[config.mk]
export PLATFORM = sky130hd
export DESIGN_NAME = complex_divider_seq
export DESIGN_NICKNAME = d
export VERILOG_FILES = /design/src/rtl/complex_divider_seq.sv
export SDC_FILE = /design/constraint.sdc
export NUM_CORES = 1
export LEC_CHECK = 0
export CORE_MARGIN = 5
export CORE_UTILIZATION = 55
export CTS_BUF_LIST = sky130_fd_sc_hd__clkbuf_8
export DETAILED_ROUTE_END_ITERATION = 8
export HOLD_SLACK_MARGIN = 0.05
export PLACE_DENSITY_LB_ADDON = 0.05
export SYNTH_ARGS = -nofsm -noshare
export SYNTH_HDL_FRONTEND = slang
export SYNTH_SLANG_ARGS = --single-unit
[constraint.sdc]
create_clock -name clk -period 19.8 [get_ports clk]
set_clock_uncertainty 0.2 [all_clocks]
set_input_delay 5.94 -clock clk [delete_from_list [all_inputs] [get_ports clk]]
set_output_delay 5.94 -clock clk [all_outputs]
set_load 0.01 [all_outputs]
[src/rtl/complex_divider_seq.sv]
// -----------------------------------------------------------------------------
// complex_divider_seq
//
// Sequential fixed-point complex divider: result = a / b for signed W-bit
// complex operands. The quotient is returned as two signed OW-bit parts with
// FRAC fractional bits.
//
// Method:
//   a / b = (a * conj(b)) / |b|^2
//     Nr = ar*br + ai*bi,  Ni = ai*br - ar*bi,  D = br^2 + bi^2
//   Each part is computed as trunc((N << FRAC) / D), rounding toward zero.
//   One restoring-division engine per part runs in lock-step on a shared D and
//   produces one quotient bit per cycle. The sign is reapplied and the result
//   is saturated to OW bits on the way into the output registers.
//
// Flow:  IDLE -> PREP -> DIV (Q cycles) -> DONE -> IDLE
//   Only one division is in flight. in_ready is low from the accepting edge
//   until the cycle after the result handoff.
//
// Ports:
//   clk          rising-edge clock
//   rst_n        asynchronous active-low reset
//   in_valid     operands valid
//   in_ready     block can accept operands (registered)
//   a_real       dividend real part, signed W bits
//   a_imag       dividend imaginary part, signed W bits
//   b_real       divisor real part, signed W bits
//   b_imag       divisor imaginary part, signed W bits
//   out_valid    result valid, held until accepted
//   out_ready    downstream accepts result
//   result_real  quotient real part, signed OW bits, FRAC fractional bits
//   result_imag  quotient imaginary part, signed OW bits, FRAC fractional bits
//   div_by_zero  b was 0+0i for this result
//   sat          either part saturated for this result
// -----------------------------------------------------------------------------
module complex_divider_seq #(
  parameter int W    = 8,
  parameter int OW   = 16,
  parameter int FRAC = 8
) (
  input  logic                 clk,
  input  logic                 rst_n,
  input  logic                 in_valid,
  output logic                 in_ready,
  input  logic signed [W-1:0]  a_real,
  input  logic signed [W-1:0]  a_imag,
  input  logic signed [W-1:0]  b_real,
  input  logic signed [W-1:0]  b_imag,
  output logic                 out_valid,
  input  logic                 out_ready,
  output logic signed [OW-1:0] result_real,
  output logic signed [OW-1:0] result_imag,
  output logic                 div_by_zero,
  output logic                 sat
);

  // NW: width of numerators and denominator; Q: quotient bits / iterations;
  // RW: partial remainder width (one bit wider than D for the trial subtract).
  localparam int NW = 2 * W + 1;
  localparam int Q  = NW + FRAC;
  localparam int RW = NW + 1;
  localparam int CW = $clog2(Q);

  typedef enum logic [1:0] {
    IDLE = 2'd0,
    PREP = 2'd1,
    DIV  = 2'd2,
    DONE = 2'd3
  } state_t;

  state_t          state;
  logic [CW-1:0]   count;

  // Captured operands
  logic signed [W-1:0] ar, ai, br, bi;

  // Preparation arithmetic (combinational from captured operands)
  logic signed [NW-1:0] ar_x, ai_x, br_x, bi_x;
  logic signed [NW-1:0] nr_c, ni_c;
  logic        [NW-1:0] d_c;
  logic        [NW-1:0] nr_mag, ni_mag;

  // Division engine state: dvd_* holds the remaining dividend bits at the top
  // and the quotient bits collected so far at the bottom.
  logic [NW-1:0] d;
  logic [Q-1:0]  dvd_r, dvd_i;
  logic [RW-1:0] rem_r, rem_i;
  logic          neg_r, neg_i;

  logic [Q-1:0]  dvd_r_nxt, dvd_i_nxt;
  logic [RW-1:0] rem_r_nxt, rem_i_nxt;

  // Final result candidates
  logic [OW-1:0] res_r_c, res_i_c;
  logic          sat_r_c, sat_i_c;

  // One restoring-division iteration: bring down the next dividend bit,
  // subtract D if it fits, and shift the quotient bit in at the bottom.
  function automatic logic [RW+Q-1:0] div_step(
    input logic [RW-1:0] rem,
    input logic [Q-1:0]  dvd,
    input logic [NW-1:0] dv
  );
    logic [RW-1:0] trial;
    logic          qb;
    trial = {rem[RW-2:0], dvd[Q-1]};
    qb    = (trial >= {1'b0, dv});
    if (qb) begin
      trial = trial - {1'b0, dv};
    end
    return {trial, dvd[Q-2:0], qb};
  endfunction

  // Reapply sign to a quotient magnitude and clamp to OW bits.
  // Returns {saturated, value}. A negative magnitude of exactly 2^(OW-1)
  // is representable and is not saturation.
  function automatic logic [OW:0] sign_sat(
    input logic [Q-1:0] mag,
    input logic         neg
  );
    logic [Q-1:0]  pos_lim;
    logic [Q-1:0]  neg_lim;
    logic [OW-1:0] low;
    pos_lim = {{(Q-OW+1){1'b0}}, {(OW-1){1'b1}}};
    neg_lim = pos_lim + {{(Q-1){1'b0}}, 1'b1};
    low     = mag[OW-1:0];
    if (!neg) begin
      if (mag > pos_lim) begin
        return {1'b1, 1'b0, {(OW-1){1'b1}}};
      end
      return {1'b0, low};
    end
    if (mag > neg_lim) begin
      return {1'b1, 1'b1, {(OW-1){1'b0}}};
    end
    return {1'b0, -low};
  endfunction

  always_comb begin
    ar_x   = NW'(ar);
    ai_x   = NW'(ai);
    br_x   = NW'(br);
    bi_x   = NW'(bi);
    nr_c   = ar_x * br_x + ai_x * bi_x;
    ni_c   = ai_x * br_x - ar_x * bi_x;
    d_c    = unsigned'(br_x * br_x + bi_x * bi_x);
    nr_mag = nr_c[NW-1] ? unsigned'(-nr_c) : unsigned'(nr_c);
    ni_mag = ni_c[NW-1] ? unsigned'(-ni_c) : unsigned'(ni_c);
  end

  always_comb begin
    {rem_r_nxt, dvd_r_nxt} = div_step(rem_r, dvd_r, d);
    {rem_i_nxt, dvd_i_nxt} = div_step(rem_i, dvd_i, d);
    {sat_r_c, res_r_c}     = sign_sat(dvd_r_nxt, neg_r);
    {sat_i_c, res_i_c}     = sign_sat(dvd_i_nxt, neg_i);
  end

  // Control FSM and registered outputs
  always_ff @(posedge clk or negedge rst_n) begin
    if (!rst_n) begin
      state       <= IDLE;
      count       <= '0;
      in_ready    <= 1'b0;
      out_valid   <= 1'b0;
      result_real <= '0;
      result_imag <= '0;
      div_by_zero <= 1'b0;
      sat         <= 1'b0;
    end else begin
      case (state)
        IDLE: begin
          if (in_valid && in_ready) begin
            in_ready <= 1'b0;
            state    <= PREP;
          end else begin
            in_ready <= 1'b1;
          end
        end
        PREP: begin
          if (d_c == '0) begin
            state       <= DONE;
            out_valid   <= 1'b1;
            result_real <= '0;
            result_imag <= '0;
            div_by_zero <= 1'b1;
            sat         <= 1'b0;
          end else begin
            state <= DIV;
            count <= CW'(Q - 1);
          end
        end
        DIV: begin
          // The final iteration's quotient goes straight into the outputs.
          if (count == '0) begin
            state       <= DONE;
            out_valid   <= 1'b1;
            result_real <= res_r_c;
            result_imag <= res_i_c;
            div_by_zero <= 1'b0;
            sat         <= sat_r_c | sat_i_c;
          end else begin
            count <= count - 1'b1;
          end
        end
        DONE: begin
          if (out_ready) begin
            out_valid <= 1'b0;
            in_ready  <= 1'b1;
            state     <= IDLE;
          end
        end
        default: state <= IDLE;
      endcase
    end
  end

  // Datapath registers: loaded under FSM control, no reset needed
  always_ff @(posedge clk) begin
    case (state)
      IDLE: begin
        if (in_valid && in_ready) begin
          ar <= a_real;
          ai <= a_imag;
          br <= b_real;
          bi <= b_imag;
        end
      end
      PREP: begin
        d     <= d_c;
        neg_r <= nr_c[NW-1];
        neg_i <= ni_c[NW-1];
        dvd_r <= {nr_mag, {FRAC{1'b0}}};
        dvd_i <= {ni_mag, {FRAC{1'b0}}};
        rem_r <= '0;
        rem_i <= '0;
      end
      DIV: begin
        dvd_r <= dvd_r_nxt;
        dvd_i <= dvd_i_nxt;
        rem_r <= rem_r_nxt;
        rem_i <= rem_i_nxt;
      end
      default: ;
    endcase
  end

endmodule

==> flow_metrics.py <==
metrics = {
    "setup_path": {
        "cp.required_ps": 20060,
        "crit_path_start_kind": "flip-flop",
        "worstPathArrival_ps": 9040,
        "critPathKind": "reg -> reg",
        "cp-startpoint": "br[7]$_DFFE_PP_",
        "r2r-start": "br[7]$_DFFE_PP_",
        "path_max_fanout": 24,
        "endpoint_kind": "flip-flop",
    },
    "sta": {
        "final-setup-viol-count": 0,
        "setup_tns_ps": 0,
        "max_clock_freq_ghz": 0.1139,
        "drv_slew": 0,
        "fin_crit_ps": 8779,
        "hold_violations": 0,
        "max_slew_margin_pct": 20.56,
        "tightest_slew_ps": 1189,
        "holdWs_ps": 299.6,
        "rsz0062_at_grt": "no",
        "min_period_over_period_pct": 44.34,
    },
    "route": {
        "drtAntennaViolNets": 0,
        "wirelength_um": 61170,
        "drtPass1Iterations": 5,
        "drcViolationCount": 0,
        "viasPerCell": 5.635,
        "routed-via-count": 19150,
        "post_drt_wl_per_cell_um": 18.00,
        "drtIter0Drc": 1265,
    },
    "clock_tree": {
        "ctsLongestPathBuffers": 2,
        "cts_setup_buffers": 0,
        "cts_hold_buf": 0,
        "cts_resized": 0,
        "cts_tree": "done",
        "cts.sinks": 178,
        "cts_buffers": 17,
        "cts_max_level": 4,
        "cts-root-buf": "clkbuf_8",
        "path_clk_slew_ps": 110,
        "insertion_delay_ps": 570,
    },
    "synthesis": {
        "syn_area_per_cell_um2": 9.527,
        "synth_seq_cells": 178,
        "syn_area_um2": 26420,
        "synth_edf_count": 135,
        "synth_flop_cell": "edfxtp_1",
        "synthCells": 2773,
        "synthesis.nets": 3423,
        "synth.distinct_cells": 92,
        "yosysSeqAreaShare_pct": 19.42,
        "synthArstFlopShare_pct": 24.16,
        "ys_warn_count": 0,
    },
    "cells_and_area": {
        "final_util_pct": 58.74,
        "fin_nets": 3420,
        "drive_above_1_share_pct": 3.917,
        "fill_cells": 4229,
        "area_delta_synth_final_pct": 5.929,
        "diodes": 0,
    },
    "die": {
        "ios": 72,
        "fp.dieH_um": 229.2,
        "die_w_um": 229.2,
        "dieArea_um2": 52520,
        "num_rows": 80,
        "initial_core_util_pct": 55.45,
        "core_area_um2": 47650,
    },
    "placement": {
        "gp_congestion": 0.8596,
        "io_buffers": 71,
        "hpwl_um": 47800,
    },
    "grt": {
        "top_usage_layer": "met2",
        "grt_util_met3_pct": 3.666,
        "antenna_found_initial": 0,
        "grt.total_usage_pct": 24.05,
        "grt_max_degree": 82,
        "grt_pass1_vias": 19910,
        "grt_pass1_wl_um": 102500,
        "overflow": 0,
        "grt_use_met1_pct": 33.25,
        "grt_use_met2_pct": 40.51,
    },
    "run": {
        "maxCapViolCount": 0,
    },
    "outcome": {
        "outcome": "completed",
    },
    "worst_hold_path": {
        "hp-start": "result_imag[1]$_DFFE_PN0P_",
        "min_path_type": "reg -> reg",
    },
}
metrics by stage:
stage | instance area, um2 | setup WS [ps] | std cells
finish | 27990 | 11020 | 3398
global route | 27990 | 10530 | 3398
CTS | 27990 | 11080 | 3398
detailed placement | 27570 | 11100 | 3366
global placement | 27570 | 11270 | 3366
floorplan | 26420 | 11780 | 2773
final timing paths:
| check | to | slack (ps) | cells after the start |
|---|---|---|---|
| worst max-delay path | result_real[0]$_DFFE_PN0P_ | 11020 | 21 |
| worst min-delay path | result_imag[1]$_DFFE_PN0P_ | 300 | 1 |
| worst max register to register | result_real[0]$_DFFE_PN0P_ | 11020 | 21 |
| worst min register to register | result_imag[1]$_DFFE_PN0P_ | 300 | 1 |
| max in group asynchronous | result_imag[4]$_DFFE_PN0P_ | 13450 | 1 |
| min in group asynchronous | result_real[2]$_DFFE_PN0P_ | 5330 | 1 |
cell usage after synthesis (13+ instances only):
cell type	instances	share of area, %
nor2_1	129	1.8
o211ai_1	23	0.65
ha_1	210	9.9
o21ai_0	63	1.2
nor2b_1	17	0.40
clkbuf_1	87	1.2
inv_1	534	7.6
a211oi_1	31	0.88
nand2b_1	32	0.76
dfrtp_1	43	4.1
nand2_1	252	3.6
nand4_1	21	0.50
nor3_1	37	0.70
nor4_1	18	0.43
fa_1	404	31
a22o_1	14	0.46
and2_1	189	4.5
a21oi_1	88	1.7
xor2_1	25	0.83
nand3_1	48	0.91
a31oi_1	13	0.31
a21o_1	20	0.57
xnor2_1	76	2.5
edfxtp_1	135	15
or3_1	17	0.40
o21a_1	17	0.48
state kept, by name (all words and copies together), names as in the netlist, 16 cells and up:
signal       flops
rem_i           17
dvd_r           25
result_imag     16
dvd_i           25
result_real     16
rem_r           17
d               17
cell usage in the layout, fill, tap and decap left out, drive strengths merged, types with 14 or more instances in the layout:
master	Yosys	layout
a211oi	31	31
a21o	23	23
a21oi	90	90
a22o	14	14
and2	191	191
clkbuf	87	18
clkdlybuf4s50	1	70
dfrtp	43	43
edfxtp	135	135
fa	404	404
ha	210	210
inv	534	540
nand2	252	252
nand2b	32	32
nand3	48	48
nand4	21	21
nor2	129	129
nor2b	17	17
nor3	37	37
nor4	20	20
o211ai	23	23
o21a	17	17
o21ai	66	66
or3	21	21
xnor2	76	76
xor2	25	25
final cells by class:
cell class / count / area (um2) / share of cell area (%)
multi-input cells: 1955 / 18860 / 67.40
repair buffers: 83 / 795.8 / 2.843
well taps: 615 / 769.5 / 2.750
clock inverters: 14 / 171.4 / 0.6125
flip-flops and latches: 178 / 5130 / 18.33
clock buffers: 18 / 247.7 / 0.8852
inverters: 535 / 2008 / 7.176
kinds of logic after synthesis:
group / synth area share, %
adders and majority gates: 40.56
muxes: 0.3552
and+or+nand+nor: 16.28
DFF: 19.42
xor gates and xnor gates: 3.348
AOI/OAI and AO/OA: 10.76
buffers and inverters: 9.282
worst max-delay path, cell delays in order, from the launching register on:
cell and delay (ps):
edfxtp_1 820, inv_1 600, nor2_1 290, inv_1 90
fa_1 530, inv_1 60, fa_1 530, inv_1 50
fa_1 550, fa_1 430, fa_1 460, fa_1 480
inv_1 40, ha_1 440, o21ai_0 220, o21bai_2 230
a311oi_1 120, nor4_1 740, nand3b_1 220, nor4_4 460
a41oi_2 650, a22o_1 450
per-layer routing:
layer  vias to the layer above  share of wire (%)
li1                       9010                  -
met1                      9671                 45
met2                       413                 49
met3                        53                4.3
met4                         0                1.6
met5                         -                  0
Power is not shown: default switching activity piles up to over one toggle a cycle in this logic, so the estimate is an artifact.
